### src/rtl/wb_port_arbiter.sv
// ============================================================================
// Module   : wb_port_arbiter
// Brief    : Shares the register-file write port between pipeline writeback
//            and a FIFO of long-latency unit results, with starvation forcing.
// Revision : 1.0 - initial release
// ============================================================================
`default_nettype none

module wb_port_arbiter #(
  parameter int DEPTH      = 2,
  parameter int STARVE_MAX = 4
) (
  input  logic        clk,
  input  logic        rst,
  input  logic [4:0]  pipe_rd,
  input  logic [31:0] pipe_data,
  output logic        pipe_stall,
  input  logic        llu_vld,
  input  logic [4:0]  llu_rd,
  input  logic [31:0] llu_data,
  output logic        llu_rdy,
  output logic        rf_we,
  output logic [4:0]  rf_rd,
  output logic [31:0] rf_wdata
);

  localparam int          c_PTR_W      = (DEPTH > 1) ? $clog2(DEPTH) : 1;
  localparam int          c_CNT_W      = $clog2(DEPTH + 1);
  localparam int          c_STV_W      = $clog2(STARVE_MAX + 1);
  localparam logic [4:0]  c_ZERO_REG   = 5'd0;
  localparam logic [c_CNT_W-1:0] c_DEPTH      = c_CNT_W'(DEPTH);
  localparam logic [c_STV_W-1:0] c_STARVE_MAX = c_STV_W'(STARVE_MAX);

  typedef enum logic [0:0] {
    PIPE_PRIO = 1'b0,
    LLU_FORCE = 1'b1
  } arb_state_t;

  logic [4:0]         r_mem_rd   [DEPTH];
  logic [31:0]        r_mem_data [DEPTH];
  logic [c_PTR_W-1:0] r_head, r_tail;
  logic [c_CNT_W-1:0] r_count, w_count_nxt;
  logic [c_STV_W-1:0] r_starve, w_starve_nxt;
  arb_state_t         w_state;

  logic        w_pipe_req, w_buf_ne, w_push, w_pop;
  logic        w_grant_llu, w_grant_pipe;
  logic [4:0]  w_wr_rd;
  logic [31:0] w_wr_data;

  assign w_pipe_req = (pipe_rd != c_ZERO_REG);
  assign w_buf_ne   = (r_count != '0);
  assign llu_rdy    = (r_count < c_DEPTH);
  assign w_push     = llu_vld && llu_rdy && (llu_rd != c_ZERO_REG);
  // The forced state is a pure decode of registered starve/count, not a stored bit.
  assign w_state    = ((r_starve == c_STARVE_MAX) && w_buf_ne) ? LLU_FORCE : PIPE_PRIO;

  always_comb begin
    w_grant_llu  = 1'b0;
    w_grant_pipe = 1'b0;
    w_pop        = 1'b0;
    pipe_stall   = 1'b0;
    w_starve_nxt = '0;
    w_wr_rd      = pipe_rd;
    w_wr_data    = pipe_data;
    if (w_buf_ne && (!w_pipe_req || (w_state == LLU_FORCE))) begin
      w_grant_llu = 1'b1;
      w_pop       = 1'b1;
      pipe_stall  = w_pipe_req;
      w_wr_rd     = r_mem_rd[r_head];
      w_wr_data   = r_mem_data[r_head];
    end else if (w_pipe_req) begin
      w_grant_pipe = 1'b1;
      if (w_buf_ne) begin
        w_starve_nxt = (r_starve == c_STARVE_MAX) ? r_starve : r_starve + c_STV_W'(1);
      end
    end
  end

  always_comb begin
    w_count_nxt = r_count;
    case ({w_push, w_pop})
      2'b10:   w_count_nxt = r_count + c_CNT_W'(1);
      2'b01:   w_count_nxt = r_count - c_CNT_W'(1);
      default: w_count_nxt = r_count;
    endcase
  end

  always_ff @(posedge clk or posedge rst) begin
    if (rst) begin
      r_head   <= '0;
      r_tail   <= '0;
      r_count  <= '0;
      r_starve <= '0;
      rf_we    <= 1'b0;
      rf_rd    <= '0;
      rf_wdata <= '0;
    end else begin
      r_count  <= w_count_nxt;
      r_starve <= w_starve_nxt;
      rf_we    <= w_grant_llu || w_grant_pipe;
      if (w_push) r_tail <= r_tail + c_PTR_W'(1);
      if (w_pop)  r_head <= r_head + c_PTR_W'(1);
      if (w_grant_llu || w_grant_pipe) begin
        rf_rd    <= w_wr_rd;
        rf_wdata <= w_wr_data;
      end
    end
  end

  // Storage needs no reset: entries are only read once count says they are valid.
  always_ff @(posedge clk) begin
    if (w_push) begin
      r_mem_rd[r_tail]   <= llu_rd;
      r_mem_data[r_tail] <= llu_data;
    end
  end

endmodule

`default_nettype wire
### config.mk
export PLATFORM = sky130hd
export DESIGN_NAME = wb_port_arbiter
export DESIGN_NICKNAME = d
export VERILOG_FILES = /design/src/rtl/wb_port_arbiter.sv
export SDC_FILE = /design/constraint.sdc
export NUM_CORES = 1
export LEC_CHECK = 0
export BUFFER_PORTS_ARGS = -buffer_cell sky130_fd_sc_hd__buf_2
export CAP_MARGIN = 15
export CORE_MARGIN = 2
export CORE_UTILIZATION = 55
export DETAILED_ROUTE_END_ITERATION = 10
export PLACE_DENSITY = 0.81
export SLEW_MARGIN = 20
export SYNTH_ARGS = -nofsm -noshare
export SYNTH_HDL_FRONTEND = slang
export SYNTH_SLANG_ARGS = --single-unit
### constraint.sdc
create_clock -name clk -period 4.3 [get_ports clk]
set_input_delay 0.645 -clock clk [delete_from_list [all_inputs] [get_ports clk]]
set_output_delay 0.645 -clock clk [all_outputs]
set_load 0.02 [all_outputs]
==> summary.md, run 1 <==
| Metric | Value |
|---|---|
| Global-route wire length before repair | `16,900 µm` |
| CP top delay family | `simple AND/OR/NAND/NOR gates` |
| FF-to-FF path depth | `4` |
| FF+latch count, synth | `119` |
| Worst R2R Setup Slack | `about 2 ns` |
| Std cell rows | `35` |
| CP Data Required Time | `between 3 and 4 ns` |
| Largest cells by area after synthesis | `edfxtp_1 (44%), dfrtp_1 (22%), mux2_2 (8.2%)` |
| Crit. End Element | `output port` |
| Initial core utilization | `between 50% and 60%` |
| Max Slew Vio Count | `0` |
| Fin crit share | `58.9%` |
| PwrDens | `654 nW/µm²` |
| Clk pwr share | `35.0%` |
| All-Layer GR Usage | `22.6%` |
| Reg2Reg Launch Point | `r_count[0]` |
| Vias per cell | `approximately 5.5` |
| Die ar. | `~10,000 µm²` |
| Cells after Synth | `363` |
| Largest net degree at the start of global routing | `46` |
| Largest area contributor in the netlist | `edfxtp_1` |
| CTS HTree Levels | `4` |
| Worst-path clk slew | `about 0.060 ns` |
| Leak Pwr | `around 2.7 nW` |
| Crit path cell chain | `buf_2 -> or4_4 -> nor2_1 -> nor2_1 -> buf_2` |
| Avg Cell Area, Syn | `14.0 µm²` |
| Worst reg2reg endpoint | `rf_wdata[9]` |
| GRT overflow | `0` |
| Net switching power | `about 1.3 mW` |
| Slew HR | `between 30 and 40%` |
| Max stage delay cell, worst path | `or4_4` |
| Final WL | `10,800 µm` |
| Status | `complete, no violations` |
| 1st-pass router iterations | `4` |
| Syn nets | `~440` |
| Comb pwr share | `between 20% and 30%` |
| Clock Tree Buf Depth | `2` |
| Crit start category | `primary input` |
| Die extent in x | `roughly 100 µm` |
| Final hold viol count | `0` |
| Post_cts resized | `0` |
| CTS root buf | `clkbuf_8` |
| Critical path arrival | `around 1.9 ns` |
| Routed WL per cell | `17.9 µm` |
| Setup Fix Bufs, Post-CTS | `0` |
| Area grow syn2layout | `26.5%` |
| Boundary Pins | `117` |
| Critical path type | `primary input to output port` |
| Core footprint | `approximately 9100 µm²` |
| Pwr Total | `approximately 4.2 mW` |
| Hold Path Class | `primary input to async pin` |
| Nets | `between 500 and 600` |
| Post-route setup TNS | `0 ns` |
| Final setup fails | `0` |
| CP Max Fanout | `4` |
| Distinct cells, synth | `29` |
| DRC violations left | `0` |
| Routability Congestion | `0.762` |
| Ratio of cells with drive above 1 in the final layout | `a little under 40%` |
| Vias in the first global route | `approximately 3,500` |
| RSZ-0062 raised after global routing | `no` |
| Yosys top cell area share | `~44%` |
| Min Clock Period, post-route | `between 2 and 3 ns` |
| Sequential power share | `39.0%` |
| Most frequent cells in the layout | `buf_2 (116), edfxtp_1 (74), dfrtp_1 (44)` |
| CP max stage delay | `around 0.55 ns` |
| Mapped Area | `~5100 µm²` |
| Diode count | `0` |
| Post-DP HPWL | `6520 µm` |
| Via count | `about 3,300` |
| Buf/Inv on CP | `2` |
| Finished Cell Area | `6410 µm²` |
| Max frequency | `0.395 GHz` |
| Sink Count | `119` |
| Hold_ws | `approximately 0.27 ns` |
| Switching part of the total power | `30.1%` |
| Num CTS Buffers | `17` |
| Synthesis warning total | `0` |
| Post-synthesis sequential area ratio | `~66%` |
| Dpl cell area | `between 5000 and 6000 µm²` |
| Maximum vdd drop | `roughly 0.38 mV` |
| Antenna violations before repair | `0` |
| Measured slew at the worst slew-check pin | `approximately 1 ns` |
| Commonest non-fill, non-tap cell in the layout | `buf_2` |
| DRT iter0 DRCs | `163` |
| Internal power | `2.93 mW` |
| IO buf count | `between 100 and 150` |
| CTS Hold Bufs | `0` |
| Clock Latency Late Sink | `0.51 ns` |
| CTS tree | `done` |
| Clock Skew | `0.00957 ns` |
| Post-route ant nets | `0` |
| Chip height | `approximately 100 µm` |
| Max Cap Viol | `0` |
## area by class of cell
cell class | instances | area (µm²)
Clock buffer | 21 | 449
Clock inverter | 11 | 173
Fill cell | 596 | 2690
Inverter | 37 | 140
Multi-Input combinational cell | 186 | 1510
Sequential cell | 119 | 3350
Tap cell | 111 | 139
Timing Repair Buffer | 121 | 651
## worst max-delay path by stage
stage                     slack [ns]                to        start  cells past startpoint
after floorplan                 1.39  r_mem_data[0][0]    llu_rd[3]                      3
after global placement          1.80  r_mem_data[0][4]    llu_rd[0]                      4
after detailed placement        1.76        r_count[1]    llu_rd[0]                      7
after CTS                       1.79        pipe_stall   pipe_rd[0]                      5
after global routing            1.69        pipe_stall  r_starve[0]                      5
final                           1.77        pipe_stall   pipe_rd[0]                      5
## metal layers
layer | vias up | part of all wire (%) | track usage [%]
met3 | 7 | 5.1 | 5.92
met2 | 110 | 52 | 39.4
li1 | 1573 | - | -
met4 | 0 | 0.79 | 8.85
met5 | - | 0 | 0
met1 | 1620 | 42 | 27.0
## worst reg2reg max path, delay by kind of cell (launching register included)
| kind | cells | cell delay, ns |
|---|---|---|
| compound gates | 1 | 0.15 |
| mux | 1 | 0.25 |
| simple gates | 1 | 0.82 |
| buf+inv | 1 | 0.45 |
| flops | 1 | 0.47 |
## metrics by stage
stage / worst slack [ns] / cells / utilization, %
after floorplan: 1.39 / 363 / -
after global placement: 1.80 / 572 / 63.1
after detailed placement: 1.76 / 572 / 63.1
after CTS: 1.79 / 604 / 69.9
after global routing: 1.69 / 606 / 70.4
final: 1.77 / 606 / 70.4
## cells by family after synthesis
family	after synthesis	synth area share (%)
multiplexers	75	15.7
buffers and inverters	58	4.59
AO/OA/AOI/OAI	44	7.13
flip-flops	119	66.0
XOR/XNOR	4	0.691
adder cells (fa/ha/maj)	3	0.740
AND/OR/NAND/NOR	60	5.11
## synthesized netlist by cell type
| master | number |
|---|---|
| nand2_1 | 34 |
| or4_4 | 1 |
| ha_1 | 3 |
| buf_6 | 1 |
| o22ai_1 | 5 |
| o221ai_1 | 32 |
| or2_1 | 1 |
| and4b_1 | 1 |
| o21ai_1 | 1 |
| clkbuf_1 | 12 |
| mux2_2 | 37 |
| dfrtp_1 | 45 |
| buf_1 | 2 |
| o21ai_0 | 1 |
| or4_1 | 1 |
| nor4b_1 | 1 |
| inv_1 | 37 |
| buf_2 | 6 |
| edfxtp_1 | 74 |
| o211ai_1 | 2 |
| o211a_1 | 1 |
| xnor2_1 | 4 |
| nor2_1 | 17 |
| nor3_1 | 1 |
| a221o_1 | 1 |
| and2_1 | 2 |
| a21oi_1 | 1 |
| nor2_2 | 1 |
| mux2i_1 | 38 |
## power by group through the flow
stage / clock network [mW] / logic [mW] / registers, mW
2_1_floorplan: 0 / 0.718 / 1.69
3_3_place_gp: 0 / 1.03 / 1.65
3_5_place_dp: 0 / 1.06 / 1.66
4_1_cts: 1.48 / 1.07 / 1.64
5_1_grt: 1.53 / 1.19 / 1.66
6_report: 1.47 / 1.09 / 1.64
## state kept, by name, summed over array words and instances (netlist names)
register	count
r_count	2
r_head	1
r_mem_data	64
r_mem_rd	10
r_starve	3
r_tail	1
rf_rd	5
rf_wdata	32
rf_we	1
Note: power is estimated with default switching activity, not from simulation.
==> inputs of run 2 (changes only) <==
--- a/config.mk
+++ b/config.mk
@@ -8,9 +8,9 @@
 export BUFFER_PORTS_ARGS = -buffer_cell sky130_fd_sc_hd__buf_2
 export CAP_MARGIN = 15
 export CORE_MARGIN = 2
-export CORE_UTILIZATION = 55
+export CORE_UTILIZATION = 48
 export DETAILED_ROUTE_END_ITERATION = 10
-export PLACE_DENSITY = 0.81
+export PLACE_DENSITY = 0.75
 export SLEW_MARGIN = 20
 export SYNTH_ARGS = -nofsm -noshare
 export SYNTH_HDL_FRONTEND = slang
==> constraint.sdc (replaced) <==
create_clock -name clk -period 2.3 [get_ports clk]
set_input_delay 0.345 -clock clk [delete_from_list [all_inputs] [get_ports clk]]
set_output_delay 0.345 -clock clk [all_outputs]
set_load 0.02 [all_outputs]
==> summary.md, run 2 (same netlist as run 1, synthesis figures left out) <==
| Metric | Value |
|---|---|
| Max Cap Viol | `0 (unchanged)` |
| Max FFs per register | `64 (unchanged)` |
| Final setup fails | `0 (unchanged)` |
| Final hold viol count | `10 (was 0)` |
| Critical path type | `flop to output port (was primary input to output port)` |
| Post-route setup TNS | `0 ns (unchanged)` |
| Boundary Pins | `117 (unchanged)` |
| CTS Hold Bufs | `1 (was 0)` |
| Worst-path clk slew | `0.06 ns (about the same)` |
| Ratio of cells with drive above 1 in the final layout | `39.9% (was 39.4%)` |
| Std cell rows | `37 (was 35)` |
| Final WL | `11,000 µm (was 10,800 µm)` |
| PwrDens | `1210 nW/µm² (was 654 nW/µm²)` |
| Fin crit share | `95.2%` |
| GRT overflow | `0 (unchanged)` |
| RSZ-0062 raised after global routing | `no (unchanged)` |
| Global-route wire length before repair | `17,100 µm (was 16,900 µm)` |
| CP Max Fanout | `7 (was 4)` |
| Post-DP HPWL | `7110 µm (was 6520 µm)` |
| Crit. End Element | `output port (unchanged)` |
| Met2 wire len | `5560 µm (was 5610 µm)` |
| Placed Cells | `603 (was 572)` |
| Max frequency | `between 0.4 and 0.5 GHz` |
| Measured slew at the worst slew-check pin | `1.06 ns (was 1.01 ns)` |
| CTS HTree Levels | `4 (unchanged)` |
| Routability Congestion | `0.798 (was 0.762)` |
| CP Data Required Time | `1.96 ns (was 3.65 ns)` |
| Routed WL per cell | `17.3 µm (was 17.9 µm)` |
| Met1 wire length | `4780 µm (was 4570 µm)` |
| Failing checks | `negative hold slack` |
| Worst setup path start | `r_starve[0] (was pipe_rd[0])` |
| Reg2Reg Launch Point | `r_count[1] (was r_count[0])` |
| Min Clock Period, post-route | `roughly 2.2 ns` |
| Diode count | `0 (unchanged)` |
| Largest regs | `r_mem_data: 64 flops, rf_wdata: 32 flops, r_mem_rd: 10 flops (unchanged)` |
| Critical path arrival | `1.84 ns (was 1.89 ns)` |
| Non-filler cells, final | `637 (was 606)` |
| Slew HR | `29.2% (was 32.6%)` |
| Post_cts resized | `0 (unchanged)` |
| All-Layer GR Usage | `20.1% (was 22.6%)` |
| CTS root buf | `clkbuf_8 (unchanged)` |
| Met3 wire length | `596 µm (was 548 µm)` |
| Max Slew Vio Count | `0 (unchanged)` |
| DRT iter0 DRCs | `168 (was 163)` |
| Largest net degree at the start of global routing | `46 (unchanged)` |
| Core footprint | `10,300 µm² (was 9110 µm²)` |
| Vias per cell | `5.32 (was 5.46)` |
| CTS tree | `done (unchanged)` |
| Most frequent cells in the layout | `buf_2 (116), edfxtp_1 (74), dfrtp_1 (44) (unchanged)` |
| Clock Latency Late Sink | `0.51 ns (about the same)` |
| Chip height | `107 µm (was 100 µm)` |
| Leak Pwr | `2.70 nW (was 2.66 nW)` |
| 1st-pass router iterations | `6 (was 4)` |
| Setup Fix Bufs, Post-CTS | `0 (unchanged)` |
| Post-route ant nets | `0 (unchanged)` |
| Vias in the first global route | `3,405 (was 3,491)` |
| IO buf count | `116 (unchanged)` |
| Hold Path Class | `primary input to async pin (unchanged)` |
| Num CTS Buffers | `17 (unchanged)` |
| Status | `complete, but fails checks (was complete, no violations)` |
| Maximum vdd drop | `0.584 mV (was 0.380 mV)` |
| Via count | `3,388 (was 3,310)` |
| Area grow syn2layout | `27.7% (was 26.5%)` |
| Setup WS post-layout | `0.111 ns (was 1.77 ns)` |
| Commonest non-fill, non-tap cell in the layout | `buf_2 (unchanged)` |
| DRC violations left | `0 (unchanged)` |
| Clock Skew | `0.00976 ns (was 0.00957 ns)` |
| FF-to-FF path depth | `4 (unchanged)` |
| Nets | `568 (was 562)` |
| Post-place setup slack | `0.206 ns (was 1.76 ns)` |
| Die ar. | `11,400 µm² (was 10,000 µm²)` |
| Top routing layer in use | `met4 (unchanged)` |
| Clock Tree Buf Depth | `2 (unchanged)` |
| Antenna violations before repair | `0 (unchanged)` |
| Top reg by flops | `r_mem_data (unchanged)` |
| Die extent in x | `107 µm (was 100 µm)` |
| Sink Count | `119 (unchanged)` |
| Initial core utilization | `49.3% (was 55.7%)` |
| Hold_ws | `-0.0219 ns (was 0.268 ns)` |
| Crit start category | `flop (was primary input)` |
## run 2: area by class of cell
cell class	count	area (µm²)
fillers	788	3800
clock inverters	13	179
well taps	136	170
inverters	37	139
flip-flops and latches	119	3350
multi-input cells	186	1510
repair buffers	127	691
clock buffers	19	432
## run 2: through the flow
step                utilization, %  hold slack (ns)  total power, mW  instance area [µm²]
finish                        63.0          -0.0219             7.81                 6470
global route                  63.0         0.000967             8.17                 6470
CTS                           62.8          0.00355             7.84                 6450
detailed placement            56.8            0.474             5.14                 5830
global placement              56.8            0.469             5.06                 5830
floorplan                        -            0.440             4.50                 5070
## run 2: worst paths after layout
check,slack (ns),to
hold / removal,-0.02,rf_wdata[5]
setup / recovery,0.11,pipe_stall
min in group clk,0.02,r_mem_data[1][0]
max in group asynchronous,1.86,r_head
hold reg to reg,0.48,r_starve[0]
setup reg to reg,0.24,r_mem_rd[1][0]
## run 2: metal layers
layer  track usage (%)  up-vias
met3              4.86       14
met4              7.42        0
met2              33.9      120
li1                  -     1593
met5                 0        -
met1              25.3     1661
## run 2: power by group
| group | internal [mW] | switching, mW | leakage [nW] |
|---|---|---|---|
| logic | 0.913 | 1.14 | 1.20 |
| registers | 2.77 | 0.298 | 1.21 |
| clock network | 1.78 | 0.915 | 0.291 |
| total | 5.46 | 2.35 | 2.70 |
## run 2: worst max-delay path, stage by stage (launching register included)
cell	delay, ns
dfrtp_1	0.40
inv_1	0.07
ha_1	0.22
o211ai_1	0.31
nor2_1	0.16
buf_2	0.18
